==> config.mk <==
export PLATFORM = sky130hd
export DESIGN_NAME = fetch_prefetch_unit
export DESIGN_NICKNAME = d
export VERILOG_FILES = /design/src/rtl/fetch_prefetch_unit.sv
export SDC_FILE = /design/constraint.sdc
export NUM_CORES = 1
export LEC_CHECK = 0
export BUFFER_PORTS_ARGS = -buffer_cell sky130_fd_sc_hd__buf_4
export CAP_MARGIN = 0
export CORE_MARGIN = 8
export CORE_UTILIZATION = 35
export CTS_CLUSTER_SIZE = 16
export DETAILED_ROUTE_END_ITERATION = 6
export GPL_TIMING_DRIVEN = 0
export SLEW_MARGIN = 30
export SYNTH_ARGS = -nofsm -noshare
export SYNTH_HDL_FRONTEND = slang
export SYNTH_SLANG_ARGS = --single-unit
export TNS_END_PERCENT = 50
==> constraint.sdc <==
create_clock -name clk -period 3.8 [get_ports clk]
set_clock_uncertainty 0.15 [all_clocks]
set_input_delay 0.76 -clock clk [delete_from_list [all_inputs] [get_ports clk]]
set_output_delay 0.76 -clock clk [all_outputs]
set_load 0.05 [all_outputs]
==> src/rtl/fetch_prefetch_unit.sv <==
// Fetch stage: credit-based instruction requests, in-order prefetch FIFO and IF/ID register.
// Defining FETCH_PERF_CNT_EN builds the saturating bubble_cnt/drop_cnt performance counters.
module fetch_prefetch_unit #(
   parameter int unsigned     XLEN       = 32,
   parameter logic [XLEN-1:0] RESET_PC   = '0,
   parameter int unsigned     FIFO_DEPTH = 4,
   parameter logic [31:0]     NOP_INSTR  = 32'h0000_0013
) (
   input  logic            clk,
   input  logic            rst,
   input  logic            PCSrcE,
   input  logic [XLEN-1:0] PCTargetE,
   input  logic            StallD,
   input  logic            FlushD,
   output logic            imem_req_valid,
   input  logic            imem_req_ready,
   output logic [XLEN-1:0] imem_req_addr,
   input  logic            imem_rsp_valid,
   input  logic [31:0]     imem_rsp_data,
   output logic [31:0]     InstrD,
   output logic [XLEN-1:0] PCD,
   output logic [XLEN-1:0] PCPlus4D,
   output logic            ValidD,
   output logic [31:0]     bubble_cnt,
   output logic [31:0]     drop_cnt
);
   localparam int unsigned AW = $clog2(FIFO_DEPTH);
   localparam int unsigned CW = AW + 1;
   localparam int unsigned DW = 16;
   localparam logic [CW:0] DEPTH_C = (CW+1)'(FIFO_DEPTH);

   logic [XLEN-1:0] pc_q, pc_d;
   logic [CW-1:0]   out_q, out_d, cnt_q, cnt_d;
   logic [DW-1:0]   disc_q, disc_d;
   logic [AW-1:0]   wr_ptr_q, wr_ptr_d, rd_ptr_q, rd_ptr_d;
   logic [AW-1:0]   st_wr_q, st_wr_d, st_rd_q, st_rd_d;
   logic [XLEN-1:0] fifo_pc_q [FIFO_DEPTH];
   logic [XLEN-1:0] fifo_pc_d [FIFO_DEPTH];
   logic [31:0]     fifo_data_q [FIFO_DEPTH];
   logic [31:0]     fifo_data_d [FIFO_DEPTH];
   logic [XLEN-1:0] st_pc_q [FIFO_DEPTH];
   logic [XLEN-1:0] st_pc_d [FIFO_DEPTH];
   logic [31:0]     instrd_q, instrd_d;
   logic [XLEN-1:0] pcd_q, pcd_d, pcplus4d_q, pcplus4d_d;
   logic            validd_q, validd_d;

   logic [CW:0] credit_sum;
   logic        req_fire, rsp_drop, push, pop, fifo_empty;

   assign credit_sum     = {1'b0, out_q} + {1'b0, cnt_q};
   assign imem_req_valid = (credit_sum < DEPTH_C) & ~PCSrcE;
   assign imem_req_addr  = pc_q;
   assign req_fire       = imem_req_valid & imem_req_ready;
   // a response landing in the redirect cycle belongs to the old stream
   assign rsp_drop       = imem_rsp_valid & ((disc_q != '0) | PCSrcE);
   assign push           = imem_rsp_valid & ~rsp_drop;
   assign fifo_empty     = (cnt_q == '0);
   assign pop            = ~FlushD & ~StallD & ~PCSrcE & ~fifo_empty;

   always_comb begin
      pc_d        = pc_q;
      out_d       = out_q;
      disc_d      = disc_q;
      cnt_d       = cnt_q;
      wr_ptr_d    = wr_ptr_q;
      rd_ptr_d    = rd_ptr_q;
      st_wr_d     = st_wr_q;
      st_rd_d     = st_rd_q;
      fifo_pc_d   = fifo_pc_q;
      fifo_data_d = fifo_data_q;
      st_pc_d     = st_pc_q;
      if (PCSrcE) begin
         pc_d     = PCTargetE;
         out_d    = '0;
         disc_d   = disc_q + DW'(out_q) - DW'(imem_rsp_valid);
         cnt_d    = '0;
         wr_ptr_d = '0;
         rd_ptr_d = '0;
         st_wr_d  = '0;
         st_rd_d  = '0;
      end else begin
         if (req_fire) begin
            pc_d             = pc_q + XLEN'(4);
            st_pc_d[st_wr_q] = pc_q;
            st_wr_d          = st_wr_q + AW'(1);
         end
         if (rsp_drop) disc_d = disc_q - DW'(1);
         if (push) begin
            fifo_pc_d[wr_ptr_q]   = st_pc_q[st_rd_q];
            fifo_data_d[wr_ptr_q] = imem_rsp_data;
            wr_ptr_d              = wr_ptr_q + AW'(1);
            st_rd_d               = st_rd_q + AW'(1);
         end
         if (pop) rd_ptr_d = rd_ptr_q + AW'(1);
         out_d = out_q + CW'(req_fire) - CW'(push);
         cnt_d = cnt_q + CW'(push) - CW'(pop);
      end
   end

   always_comb begin
      instrd_d   = NOP_INSTR;
      pcd_d      = '0;
      pcplus4d_d = '0;
      validd_d   = 1'b0;
      if (!FlushD && StallD) begin
         instrd_d   = instrd_q;
         pcd_d      = pcd_q;
         pcplus4d_d = pcplus4d_q;
         validd_d   = validd_q;
      end else if (pop) begin
         instrd_d   = fifo_data_q[rd_ptr_q];
         pcd_d      = fifo_pc_q[rd_ptr_q];
         pcplus4d_d = fifo_pc_q[rd_ptr_q] + XLEN'(4);
         validd_d   = 1'b1;
      end
   end

   always_ff @(posedge clk or negedge rst) begin
      if (!rst) begin
         pc_q        <= RESET_PC;
         out_q       <= '0;
         disc_q      <= '0;
         cnt_q       <= '0;
         wr_ptr_q    <= '0;
         rd_ptr_q    <= '0;
         st_wr_q     <= '0;
         st_rd_q     <= '0;
         fifo_pc_q   <= '{default: '0};
         fifo_data_q <= '{default: '0};
         st_pc_q     <= '{default: '0};
         instrd_q    <= NOP_INSTR;
         pcd_q       <= '0;
         pcplus4d_q  <= '0;
         validd_q    <= 1'b0;
      end else begin
         pc_q        <= pc_d;
         out_q       <= out_d;
         disc_q      <= disc_d;
         cnt_q       <= cnt_d;
         wr_ptr_q    <= wr_ptr_d;
         rd_ptr_q    <= rd_ptr_d;
         st_wr_q     <= st_wr_d;
         st_rd_q     <= st_rd_d;
         fifo_pc_q   <= fifo_pc_d;
         fifo_data_q <= fifo_data_d;
         st_pc_q     <= st_pc_d;
         instrd_q    <= instrd_d;
         pcd_q       <= pcd_d;
         pcplus4d_q  <= pcplus4d_d;
         validd_q    <= validd_d;
      end
   end

   assign InstrD   = instrd_q;
   assign PCD      = pcd_q;
   assign PCPlus4D = pcplus4d_q;
   assign ValidD   = validd_q;

`ifdef FETCH_PERF_CNT_EN
   logic [31:0] bubble_cnt_q, bubble_cnt_d, drop_cnt_q, drop_cnt_d;
   logic        bubble_inc;

   // only bubbles caused by an empty buffer count, not flushes or redirects
   assign bubble_inc = ~FlushD & ~StallD & ~PCSrcE & fifo_empty;

   always_comb begin
      bubble_cnt_d = bubble_cnt_q;
      drop_cnt_d   = drop_cnt_q;
      if (bubble_inc && (bubble_cnt_q != '1)) bubble_cnt_d = bubble_cnt_q + 32'd1;
      if (rsp_drop && (drop_cnt_q != '1))     drop_cnt_d   = drop_cnt_q + 32'd1;
   end

   always_ff @(posedge clk or negedge rst) begin
      if (!rst) begin
         bubble_cnt_q <= '0;
         drop_cnt_q   <= '0;
      end else begin
         bubble_cnt_q <= bubble_cnt_d;
         drop_cnt_q   <= drop_cnt_d;
      end
   end

   assign bubble_cnt = bubble_cnt_q;
   assign drop_cnt   = drop_cnt_q;
`else
   assign bubble_cnt = '0;
   assign drop_cnt   = '0;
`endif
endmodule

* Word-level counts from Yosys, hierarchy flattened *
Index checks and enable logic that the tools add are counted.

operators by class
  magnitude comparators = 7
  reduce and logical (&&, ||, !) cells = 12
  muxes and demuxes = 34
  bitwise logic cells = 17
  $add $sub $neg = 14

operator list
  cell                                                        count
  two-way mux 32 bit                                          13
  bitwise mux 128 bit                                         3
  binary-select mux 32 bit (select 2 bit)                     3
  demux 32 bit (select 2 bit)                                 2
  adder 32 x 3 -> 32 bit, second input constant               2
  two-way mux 16 bit                                          2
  adder 16 x 3 -> 16 bit                                      1
  two-way mux 2 bit                                           8
  nonzero test 16 bit                                         1
  subtractor 16 x 1 -> 16 bit                                 1
  subtractor 16 x 1 -> 16 bit, second input constant          1
  >= comparator 3 bit, second input constant                  4
  inverter 2 -> 3 bit                                         4
  adder 2 x 1 -> 2 bit, second input constant                 4
  nonzero test 2 bit                                          4
  AND 1 bit                                                   7
  adder 3 x 1 -> 3 bit                                        2
  less-than comparator 3 x 1 -> 1 bit, second input constant  2
  two-way mux 3 bit                                           2
  subtractor 3 x 1 -> 3 bit                                   2
  inverter 1 bit                                              5
  adder 3 x 3 -> 4 bit                                        1
  less-than comparator 4 x 3 -> 1 bit, second input constant  1
  AND reduction 2 bit                                         2
  5 further kinds                                             7

storage, ports and cells
  bits of input ports = 71
  register bits after elaboration = 543

* Logic depth before layout (Yosys ltp) *
Gate-level depths: netlist of the first run.

  depth after elaboration = 8
  gate-level depth with buffers = 14
  depth with buffers taken out = 14

* Worst setup path after synthesis of the first run *
No wires, ideal clock.

  path kind = input to register
  start point = input port PCSrcE
  end point = register cnt_q[2]
  library setup time = 132 ps
  path buffers = 2
  data arrival time = 2960 ps
  stages on the path = 11
  slack = 558 ps
  required time = 3518 ps
  path through = clkbuf_1 -> or4_1 -> inv_1 -> clkbuf_1 -> ha_1 -> inv_1 -> ha_1 -> inv_1 -> fa_1 -> xnor2_1 -> nor2_1

on the way
  elaborated cells between the ends (all ways) = 10
  classes of those cells = 2 x add/sub; 1 x mux; 7 x bitwise

RTL lines
  element                    RTL line  source
  start: declaration         11        input logic PCSrcE,
  inverter 1 bit (no line)   -
  AND 1 bit (2 in series)    58        assign pop = ~FlushD & ~StallD & ~PCSrcE & ~fifo_empty;
  named net pop              48        logic req_fire, rsp_drop, push, pop, fifo_empty;
  subtractor 3 x 1 -> 3 bit  96        cnt_d = cnt_q + CW'(push) - CW'(pop);
  two-way mux 3 bit          72        if (PCSrcE) begin
  named net cnt_d[2]         33        logic [CW-1:0] out_q, out_d, cnt_q, cnt_d;
  end signal: assignment     139       cnt_q <= cnt_d;
  end: declaration           33

The timed path passes the listed nets, and every way through them passes these cells.
A chain may end at the register's enable or synchronous reset.

* Worst setup path after layout of the first run *
  start point = register cnt_q[1]
  end point = register cnt_q[2]

on the way
  cells in the longest elaborated chain, start to end = 5
  elaborated cells between the ends (all ways) = 6
  classes of those cells = 2 x add/sub; 1 x mux; 2 x bitwise; 1 x reduce/logical

RTL lines
  element                    RTL line  source
  zero test 3 bit            57        assign fifo_empty = (cnt_q == '0);
  inverter 1 bit             58
  AND 1 bit                  58
  named net pop              48
  subtractor 3 x 1 -> 3 bit  96
  two-way mux 3 bit          72
  named net cnt_d[2]         33

The timed path passes the listed nets, and every way through them passes these cells.

==> summary.md, run 1 <==
| Metric | Value |
|---|---|
| CTS H-Tree Depth | 2 |
| IO Count | 265 |
| Post-route cell area | 30400 um2 |
| P&R area growth vs syn | 20.3% |
| Placed instance area | 28400 um2 |
| Synth Register Bits | 541 |
| CP top delay family | simple AND/OR/NAND/NOR gates |
| Crit. End Element | flip-flop |
| DIE WIDTH | 285 um |
| Via count of the first global-routing pass | 17400 |
| Crit path kind | reg -> reg |
| GP Congestion | 0.819 |
| DRC | 0 |
| CTS Sinks | 541 |
| Lkg Pwr | 0.0145 uW |
| Yosys warnings | 0 |
| Place WS | -832 ps |
| Routed len/inst | 21.3 um |
| Root Buffer | clkbuf_16 |
| Synthesized area | 25300 um2 |
| Routed vias/inst | 5.10 |
| Slowest stage delay, CP | 770 ps |
| Asr flop ratio synth | 100% |
| DP HPWL | 49900 um |
| Power Dens Cells | 538 nW/um2 |
| Post-synthesis instance total | 1882 |
| Final nets | 2339 |
| Worst slew pin tran | 956 ps |
| Vias | 16400 |
| Longest Clk Path Bufs | 3 |
| Antenna Nets Post-Route | 0 |
| Count of final max-slew check failures | 0 |
| Fmax | 0.279 GHz |
| Core ar. | 71500 um2 |
| Slew headroom | 36.3% |
| Startpoint Class | flip-flop |
| Post-CTS Setup Bufs | 0 |
| All-Layer GR Usage | 16.5% |
| CTS tree | yes |
| CP max stage cell | nor3_1 |
| Post-layout util | 42.5% |
| Critical Path, Cell by Cell | nor3_1 > or4_1 > inv_1 > clkbuf_2 > ha_1 > inv_1 > ha_1 > inv_1 > fa_1 > xnor2_1 > nor2_1 |
| Hold Path Class | in -> reg |
| I/O Buffers | 200 |
| CP max FO | 10 |
| 1st-pass router iterations | 5 |
| Endpoints failing setup | 0 |
| Row count | 98 |
| Unrepaired setup endpoints after global routing | false |
| Max Cap Viol | 0 |
| Most Frequent Cell on Critical Path | inv_1 |
| Initial Utilization | 35.4% |
| Critical Path RT | 4140 ps |
| Crit path buffers/inverters | 4 |
| Outcome | complete, no violations |
| Grt total ovfl | 0 |
| Global-route wire length before repair | 106000 um |
| Worst setup margin | 221 ps |
| Routed wire length | 68500 um |
| Final Hold Viols | 0 |
| Die H | 285 um |
| Layout cells sized above 1 | 37.8% |
| Register area share after synthesis | 53.6% |
| Clk_lat worst skew | 630 ps |
| Die footprint | 81100 um2 |
| Final Cycle Share | 94.2% |
| Syn_area_per_cell | 13.4 um2 |
| Synth Flop Type | dfrtp_1 |
| Clk pin slew, worst setup/hold paths | 60 ps |
| Final setup TNS | 0 ps |
| Initial DRC Count | 794 |
| Min Clock Period, post-route | 3580 ps |
| Antenna violations before repair | 4 |
| CTS buffer count | 58 |
| Worst vdd ir | 0.652 mV |
| Number of flops mapped to enable cells by yosys | 0 |
| Crit path arrival time | 3920 ps |
| Largest net degree at the start of global routing | 94 |
| Synth cell types | 67 |
final cells by class:
cell class	count	area, um2
Antenna cell	2	5.00
Buffer	177	947
Clock buffer	84	1690
Clock inverter	25	294
Fill cell	6572	41100
Inverter	60	225
Multi-Input combinational cell	1166	10800
Sequential cell	541	13500
Tap cell	950	1190
Timing Repair Buffer	208	1710
layout by cell type (no fill, tap or decap), types with 11 or more instances in the layout:
cell type  count
dfrtp_1      538
mux2_2       362
buf_4        266
nand2_1      122
clkbuf_1     102
mux4_2        93
o21ai_0       77
a22o_1        64
conb_1        64
clkbuf_16     59
inv_1         58
ha_1          53
nor2_1        46
xnor2_1       44
nand3_1       29
a21oi_1       24
xor2_1        22
nand4_1       14
clkinv_2      14
and3_1        13
o21ai_1       13
nor3_1        12
clkbuf_8      12
o311ai_0      11
repair_timing:
| item | in CTS | in global routing |
|---|---|---|
| resized for setup | 1 | 0 |
| pin swaps | 0 | 0 |
| hold buffers | 1 | 0 |
| gates cloned | 0 | 0 |
| endpoints found under the setup margin | 2 | 1 |
| hold endpoints to repair | 19 | 0 |
metrics by stage:
step                      total power (uW)  hold slack (ps)  std cells
after floorplan                       9490              295       1945
after global placement               10400              308       3095
after detailed placement             10600              316       3102
after CTS                            16500              162       3212
after global routing                 17200              195       3211
final                                16400              191       3213
Yosys cell counts, types with 3 or more instances:
| library cell | number | area share, % |
|---|---|---|
| dfrtp_1 | 538 | 53 |
| mux2_2 | 362 | 16 |
| nand2_1 | 122 | 1.8 |
| clkbuf_1 | 93 | 1.4 |
| mux4_2 | 93 | 8.3 |
| o21ai_0 | 77 | 1.5 |
| buf_4 | 67 | 2.0 |
| a22o_1 | 64 | 2.2 |
| inv_1 | 58 | 0.86 |
| ha_1 | 53 | 2.6 |
| nor2_1 | 46 | 0.68 |
| xnor2_1 | 44 | 1.5 |
| nand3_1 | 29 | 0.57 |
| a21oi_1 | 24 | 0.48 |
| xor2_1 | 22 | 0.76 |
| nand4_1 | 14 | 0.35 |
| and3_1 | 13 | 0.32 |
| o21ai_1 | 13 | 0.26 |
| nor3_1 | 12 | 0.24 |
| o311ai_0 | 11 | 0.38 |
| buf_1 | 8 | 0.12 |
| nor2b_1 | 8 | 0.20 |
| a31oi_1 | 7 | 0.17 |
| buf_2 | 7 | 0.14 |
| and2_1 | 6 | 0.15 |
| a221o_1 | 5 | 0.20 |
| nand2b_1 | 5 | 0.12 |
| o211ai_1 | 5 | 0.15 |
| o31ai_1 | 5 | 0.15 |
| mux2i_1 | 4 | 0.16 |
| or4_1 | 4 | 0.12 |
| a41oi_1 | 3 | 0.10 |
| and4_1 | 3 | 0.10 |
| dfstp_2 | 3 | 0.31 |
| fa_1 | 3 | 0.24 |
| mux4_1 | 3 | 0.31 |
| o21bai_1 | 3 | 0.089 |
| o22a_1 | 3 | 0.10 |
| o311ai_1 | 3 | 0.10 |
| or3_1 | 3 | 0.074 |
registers in the layout, indices dropped and copies added (netlist names):
name	count
fifo_data_q	128
fifo_pc_q	128
st_pc_q	128
InstrD	32
PCD	32
imem_req_addr	32
PCPlus4D	30
disc_q	16
cnt_q	3
out_q	3
rd_ptr_q	2
st_rd_q	2
st_wr_q	2
wr_ptr_q	2
ValidD	1
final timing paths:
| path | start | endpoint | slack (ps) | cells after the start |
|---|---|---|---|---|
| hold / removal | PCTargetE[22] | imem_req_addr[22] | 190 | 3 |
| setup reg to reg | cnt_q[1] | cnt_q[2] | 220 | 11 |
| max in group asynchronous | rst | disc_q[6] | 1630 | 5 |
| hold reg to reg | st_pc_q[46] | st_pc_q[46] | 330 | 2 |
| setup / recovery | cnt_q[1] | cnt_q[2] | 220 | 11 |
| min in group asynchronous | rst | InstrD[8] | 390 | 2 |
cell families (layout without fill, tap and decap cells):
kind of cell	Yosys count	in the layout	share of synthesized area [%]
buffers and inverters	238	554	4.63
XOR/XNOR	66	66	2.29
multiplexers	462	462	24.9
flip-flops	541	541	53.6
AO/OA/AOI/OAI	237	237	6.38
adder cells (fa/ha/maj)	56	56	2.86
AND/OR/NAND/NOR	281	281	5.38
other	1	66	0.0148
worst register-to-register path, delay by kind of cell, from the launching register on:
family / cells / cell delay (ps)
and+or+nand+nor: 3 / 1200
adders and majority gates: 3 / 910
buffers and inverters: 4 / 580
DFF: 1 / 440
xor gates and xnor gates: 1 / 180
routing by layer:
metal	global-route usage (%)	routed length [um]	share of wire, %
met5	0	0	0
met4	4.24	1570	2.3
met3	3.71	3980	5.8
met2	27.1	32700	48
met1	21.9	30200	44
where the power goes:
part           total, uW  internal (uW)  leakage, uW  switching (uW)
Sequential          6940           6480      0.00729             452
Combinational       3610           1560      0.00628            2050
Clock               5830           3380     0.000977            2450
Note: power is estimated with default switching activity, not from simulation.
==> run 2: changes to the inputs <==
- RECOVER_POWER: not set -> 50
- SETUP_SLACK_MARGIN: not set -> 0.3
==> run 2 against run 1 <==
Effect of this change: critical path type is now in -> reg; critical path depth grew 1; clock-buffer cell count is the same; critical endpoint unchanged; cell area shrank 1.6%; cell count is essentially flat; sequential power is essentially flat; via count grew 0.19%; clock power is essentially flat; die area is the same.
==> summary.md, run 2 (synthesized netlist as in run 1, its figures left out) <==
| Metric | Value |
|---|---|
| Outcome | complete, no violations |
| GP Congestion | 0.819 |
| Worst vdd ir | 0.650 mV |
| Vias | 16400 |
| Final Hold Viols | 0 |
| Unrepaired setup endpoints after global routing | true |
| Critical hold path startpoint | PCTargetE[22] |
| Layout cells sized above 1 | 33.0% |
| Largest net degree at the start of global routing | 94 |
| I/O Buffers | 200 |
| Reg2reg end | fifo_pc_q[71] |
| Routed wire length | 68500 um |
| Slowest stage delay, CP | 800 ps |
| Crit path kind | in -> reg |
| Grt total ovfl | 0 |
| Most frequent cells in the layout | 538 x dfrtp_1, 362 x mux2_2, 213 x clkbuf_1 |
| DRC | 0 |
| Crit. End Element | flip-flop |
| Place WS | -832 ps |
| R2R Path Start | disc_q[7] |
| CTS tree | yes |
| Crit path buffers/inverters | 6 |
| CP max FO | 10 |
| Final nets | 2340 |
| Endpoints failing setup | 0 |
| Antenna Nets Post-Route | 0 |
| IO Count | 265 |
| # placed instances | 3102 |
| 1st-pass router iterations | 5 |
| Global-route wire length before repair | 106000 um |
| Routed vias/inst | 5.11 |
| Critical Path RT | 4140 ps |
| Placed instance area | 28400 um2 |
| Register-to-Register Setup Slack | 310 ps |
| Lkg Pwr | 0.0141 uW |
| DP HPWL | 49900 um |
| Final Cycle Share | 93.3% |
| Worst setup margin | 254 ps |
| All-Layer GR Usage | 16.5% |
| Most Frequent Cell on Critical Path | inv_1 |
| Min Clock Period, post-route | 3550 ps |
| DIE WIDTH | 285 um |
| Critical Path, Cell by Cell | buf_4 > clkbuf_1 > or4_1 > inv_1 > clkbuf_2 > ha_1 > inv_1 > ha_1 > inv_1 > fa_1 > xnor2_1 > nor2_1 |
| Via count of the first global-routing pass | 17400 |
| Initial Utilization | 35.4% |
| Crit path arrival time | 3880 ps |
| Antenna violations before repair | 4 |
| Fmax | 0.282 GHz |
| # fillers | 6694 |
| Most common cell after layout, fill and taps aside | dfrtp_1 |
| Post-CTS Setup Bufs | 0 |
| Hold Path Class | in -> reg |
| Non-filler cells, final | 3214 |
| Hold path depth | 3 |
| Post-route cell area | 29900 um2 |
| CP top delay family | buffers and inverters |
| Worst R2R Path Depth | 9 |
| CTS Sinks | 541 |
| Clk pin slew, worst setup/hold paths | 60 ps |
| Worst hold endpoint | imem_req_addr[22] |
| Post-layout util | 41.9% |
| CTS buffer count | 58 |
| CP max stage cell | or4_1 |
| Root Buffer | clkbuf_16 |
| Startpoint Class | input pin |
| Top Registers | fifo_data_q (128), fifo_pc_q (128), st_pc_q (128) |
| P&R area growth vs syn | 18.4% |
| Clk_lat worst skew | 620 ps |
| Initial DRC Count | 890 |
| Slew headroom | 17.8% |
| CTS H-Tree Depth | 2 |
| Die H | 285 um |
| Core ar. | 71500 um2 |
| Max Cap Viol | 0 |
| Worst slew pin tran | 1230 ps |
| Routed len/inst | 21.3 um |
| Power Dens Cells | 546 nW/um2 |
| Die footprint | 81100 um2 |
| Count of final max-slew check failures | 0 |
| Row count | 98 |
| Longest Clk Path Bufs | 3 |
[run 2: worst max path at each step]
| stage | from | slack, ps | cells past startpoint | endpoint |
|---|---|---|---|---|
| final | PCSrcE | 250 | 12 | cnt_q[2] |
| after global routing | rst | 70 | 5 | PCPlus4D[5] |
| after CTS | disc_q[7] | 300 | 9 | fifo_data_q[98] |
| after detailed placement | PCSrcE | -830 | 12 | cnt_q[2] |
| after global placement | rst | -3700 | 1 | st_pc_q[43] |
| after floorplan | PCSrcE | 560 | 11 | cnt_q[2] |
[run 2: layout make-up]
| cell class | instances | area [um2] | area share, % |
|---|---|---|---|
| Buffer | 178 | 955 | 3.19 |
| Antenna cell | 2 | 5.00 | 0.0167 |
| Sequential cell | 541 | 13500 | 45.2 |
| Multi-Input combinational cell | 1166 | 10800 | 36.1 |
| Timing Repair Buffer | 208 | 1230 | 4.10 |
| Clock inverter | 25 | 294 | 0.982 |
| Inverter | 60 | 225 | 0.752 |
| Tap cell | 950 | 1190 | 3.97 |
| Clock buffer | 84 | 1690 | 5.65 |
[run 2: power breakdown]
part	internal, uW	leakage (uW)	switching, uW
clock network	3380	0.000977	2450
logic	1530	0.00579	2050
registers	6480	0.00729	453
total	11400	0.0141	4950
[run 2: what timing repair did]
item	4_1_cts	5_1_grt
hold endpoints to repair	19	0
hold buffers	1	0
gates resized for setup	3	6
endpoints found under the setup margin	42	238
[run 2: metal layers]
layer	vias up	GRT usage (%)	share of wire (%)	wire, um
met2	475	27.1	48	32700
met4	0	4.24	2.2	1530
met3	104	3.71	6.1	4170
li1	7340	-	-	-
met5	-	0	0	0
met1	8492	21.9	44	30200
[run 2: per-stage QoR]
| stage | hold slack [ps] | setup TNS, ps | power, uW |
|---|---|---|---|
| after detailed placement | 316 | -84220 | 10600 |
| after global placement | 308 | -2044990 | 10400 |
| after floorplan | 295 | 0 | 9490 |
| after global routing | 195 | 0 | 17200 |
| after CTS | 162 | 0 | 16500 |
| final | 194 | 0 | 16300 |
[run 2: worst reg2reg max path, cell delays in order, from the launching register on]
cell and delay, ps:
dfrtp_1 380, inv_1 160, ha_1 240, nand3_1 170, nor4_1 270, and4_1 240
clkbuf_1 360, nand2_1 520, clkbuf_1 480, mux2_2 390
==> run 3: changes to the inputs <==
- BUFFER_PORTS_ARGS: -buffer_cell sky130_fd_sc_hd__buf_4 -> not set
- CTS_BUF_LIST: not set -> sky130_fd_sc_hd__clkbuf_8
- DONT_BUFFER_PORTS: not set -> 1
- clock period: 3.8 -> 2.9 ns (I/O delays scaled with it)
==> run 3 against run 2 <==
Effect of this change: the flow now finishes with violations (setup timing); flip-flop and latch count did not move; utilization rose by 1.3 points; sequential share of layout area fell by 1.3 points; cell count fell by 0.50%; routed wire length rose by 0.90%; first-iteration DRC count fell by 1.3%; cell area rose by 3.1%.
==> summary.md, run 3 (synthesized netlist as in run 1, its figures left out) <==
| Metric | Value |
|---|---|
| Outcome | complete, but fails checks |
| Violated checks | setup timing |
| Hold Path Class | in -> async |
| IO Count | 265 |
| Power Dens Cells | 700 nW/um2 |
| Slew headroom | 19.9% |
| CP max stage cell | or4b_4 |
| Slowest stage delay, CP | 490 ps |
| Place WS | -903 ps |
| All-Layer GR Usage | 16.5% |
| DRC | 0 |
| Final setup TNS | -6.65 ps |
| Unrepaired setup endpoints after global routing | true |
| Crit path arrival time | 3260 ps |
| Switch share | 30.9% |
| CTS buffer count | 94 |
| CP max FO | 3 |
| CTS tree | yes |
| Longest Clk Path Bufs | 3 |
| Combinational share of power | 23.8% |
| Via count of the first global-routing pass | 17200 |
| DIE WIDTH | 285 um |
| Seq pwr share | 43.1% |
| Grt total ovfl | 0 |
| Final Cycle Share | 100% |
| Count of final max-slew check failures | 0 |
| Die H | 285 um |
| CTS Sinks | 541 |
| Vias | 16300 |
| GP Congestion | 0.831 |
| Initial DRC Count | 878 |
| CP top delay family | adder cells |
| Worst slew pin tran | 1200 ps |
| Initial Utilization | 35.4% |
| P_int | 14900 uW |
| Routed len/inst | 21.6 um |
| I/O Buffers | 0 |
| Storage element area | 13500 um2 |
| Top Registers | fifo_data_q (128), fifo_pc_q (128), st_pc_q (128) |
| Die footprint | 81100 um2 |
| Layout cells sized above 1 | 39.9% |
| Crit path buffers/inverters | 4 |
| Min Clock Period, post-route | 2900 ps |
| Core ar. | 71500 um2 |
| Final Hold Viols | 0 |
| Most Frequent Cell on Critical Path | inv_2 |
| Root Buffer | clkbuf_8 |
| Critical Path, Cell by Cell | inv_2 > ha_2 > or4b_4 > nor3_4 > nand2_2 > inv_2 > ha_4 > inv_2 > ha_4 > inv_2 > fa_2 > xnor2_2 > xnor2_1 > nor2_1 |
| Worst vdd ir | 0.373 mV |
| Most common cell after layout, fill and taps aside | dfrtp_1 |
| Most frequent cells in the layout | 534 x dfrtp_1, 362 x mux2_2, 140 x clkbuf_8 |
| Critical Path RT | 3260 ps |
| Lkg Pwr | 0.0145 uW |
| Endpoints failing setup | 2 |
| CTS H-Tree Depth | 3 |
| 1st-pass router iterations | 5 |
| # fillers | 6549 |
| Max Cap Viol | 0 |
| Post-layout util | 43.2% |
| Largest net degree at the start of global routing | 542 |
| Clk pin slew, worst setup/hold paths | 60 ps |
| Routed wire length | 69100 um |
| DP HPWL | 47800 um |
| Startpoint Class | flip-flop |
| Global-route wire length before repair | 105000 um |
| Sw power | 6680 uW |
| P&R area growth vs syn | 22.1% |
| Fmax | 0.344 GHz |
| Crit. End Element | flip-flop |
| Clk_lat worst skew | 660 ps |
| Antenna Nets Post-Route | 0 |
| Routed vias/inst | 5.11 |
| Crit path kind | reg -> reg |
| Multi-input gate area | 11300 um2 |
| Worst setup margin | -3.35 ps |
| Row count | 98 |
| PnR Total Power | 21600 uW |
| Clock network power share | 33.2% |
| Antenna violations before repair | 1 |
| Final nets | 2298 |
run 3: cell types whose count changed in the layout (fill, tap and decap cells not counted), moves of 7 or more:
cell / change
clkbuf_4: +11
nand3_1: -7
buf_4: -25
ha_4: +10
ha_1: -16
inv_1: +16
dlygate4sd3_1: +67
clkbuf_8: +128
inv_2: +15
clkbuf_1: -173
nand2_1: -8
nor3_1: -7
clkbuf_16: -58
run 3: worst paths after layout:
kind / slack [ps] / endpoint / cells after the start / from
setup reg to reg: -3 / out_q[2] / 14 / disc_q[1]
max in group asynchronous: 270 / st_pc_q[73] / 4 / rst
setup / recovery: -3 / out_q[2] / 14 / disc_q[1]
hold reg to reg: 330 / st_pc_q[78] / 2 / st_pc_q[78]
min in group clk: 70 / PCPlus4D[31] / 2 / StallD
hold / removal: 60 / InstrD[9] / 1 / rst
run 3: repair_timing:
| action | in CTS | in global routing |
|---|---|---|
| endpoints found under the setup margin | 431 | 359 |
| resized for setup | 199 | 89 |
| endpoints found under the hold margin | 707 | 151 |
| setup buffers | 6 | 53 |
| pin swaps | 48 | 52 |
| hold buffers | 67 | 1 |
run 3: layout make-up:
cell class	count	area share, %
multi-input combinational	1166	36.8
tap	950	3.85
clock buffer	122	5.44
sequential	541	43.9
antenna	2	0.0162
timing repair buffer	131	3.98
clock inverter	49	0.953
inverter	60	0.754
buffer	177	4.35
run 3: metal layers:
layer,up-vias,track usage [%],wire length (um)
li1,7299,-,-
met1,8489,21.5,29600
met2,409,26.7,33400
met3,130,4.19,4100
met4,0,5.67,2070
met5,-,0,0
run 3: power by group through the flow:
| stage | Combinational (uW) | Clock [uW] | Sequential (uW) |
|---|---|---|---|
| floorplan | 3310 | 0 | 9190 |
| global placement | 4060 | 0 | 9340 |
| detailed placement | 4170 | 0 | 9430 |
| CTS | 4480 | 7400 | 9310 |
| global route | 5640 | 7740 | 9420 |
| finish | 5140 | 7170 | 9310 |
run 3: metrics by stage:
step,cells,hold WS (ps),area [um2]
final,3198,63.3,30900
after global routing,3197,16.1,30900
after CTS,3138,-601,30100
after detailed placement,2895,159,26800
after global placement,2895,153,26800
after floorplan,1945,134,25600
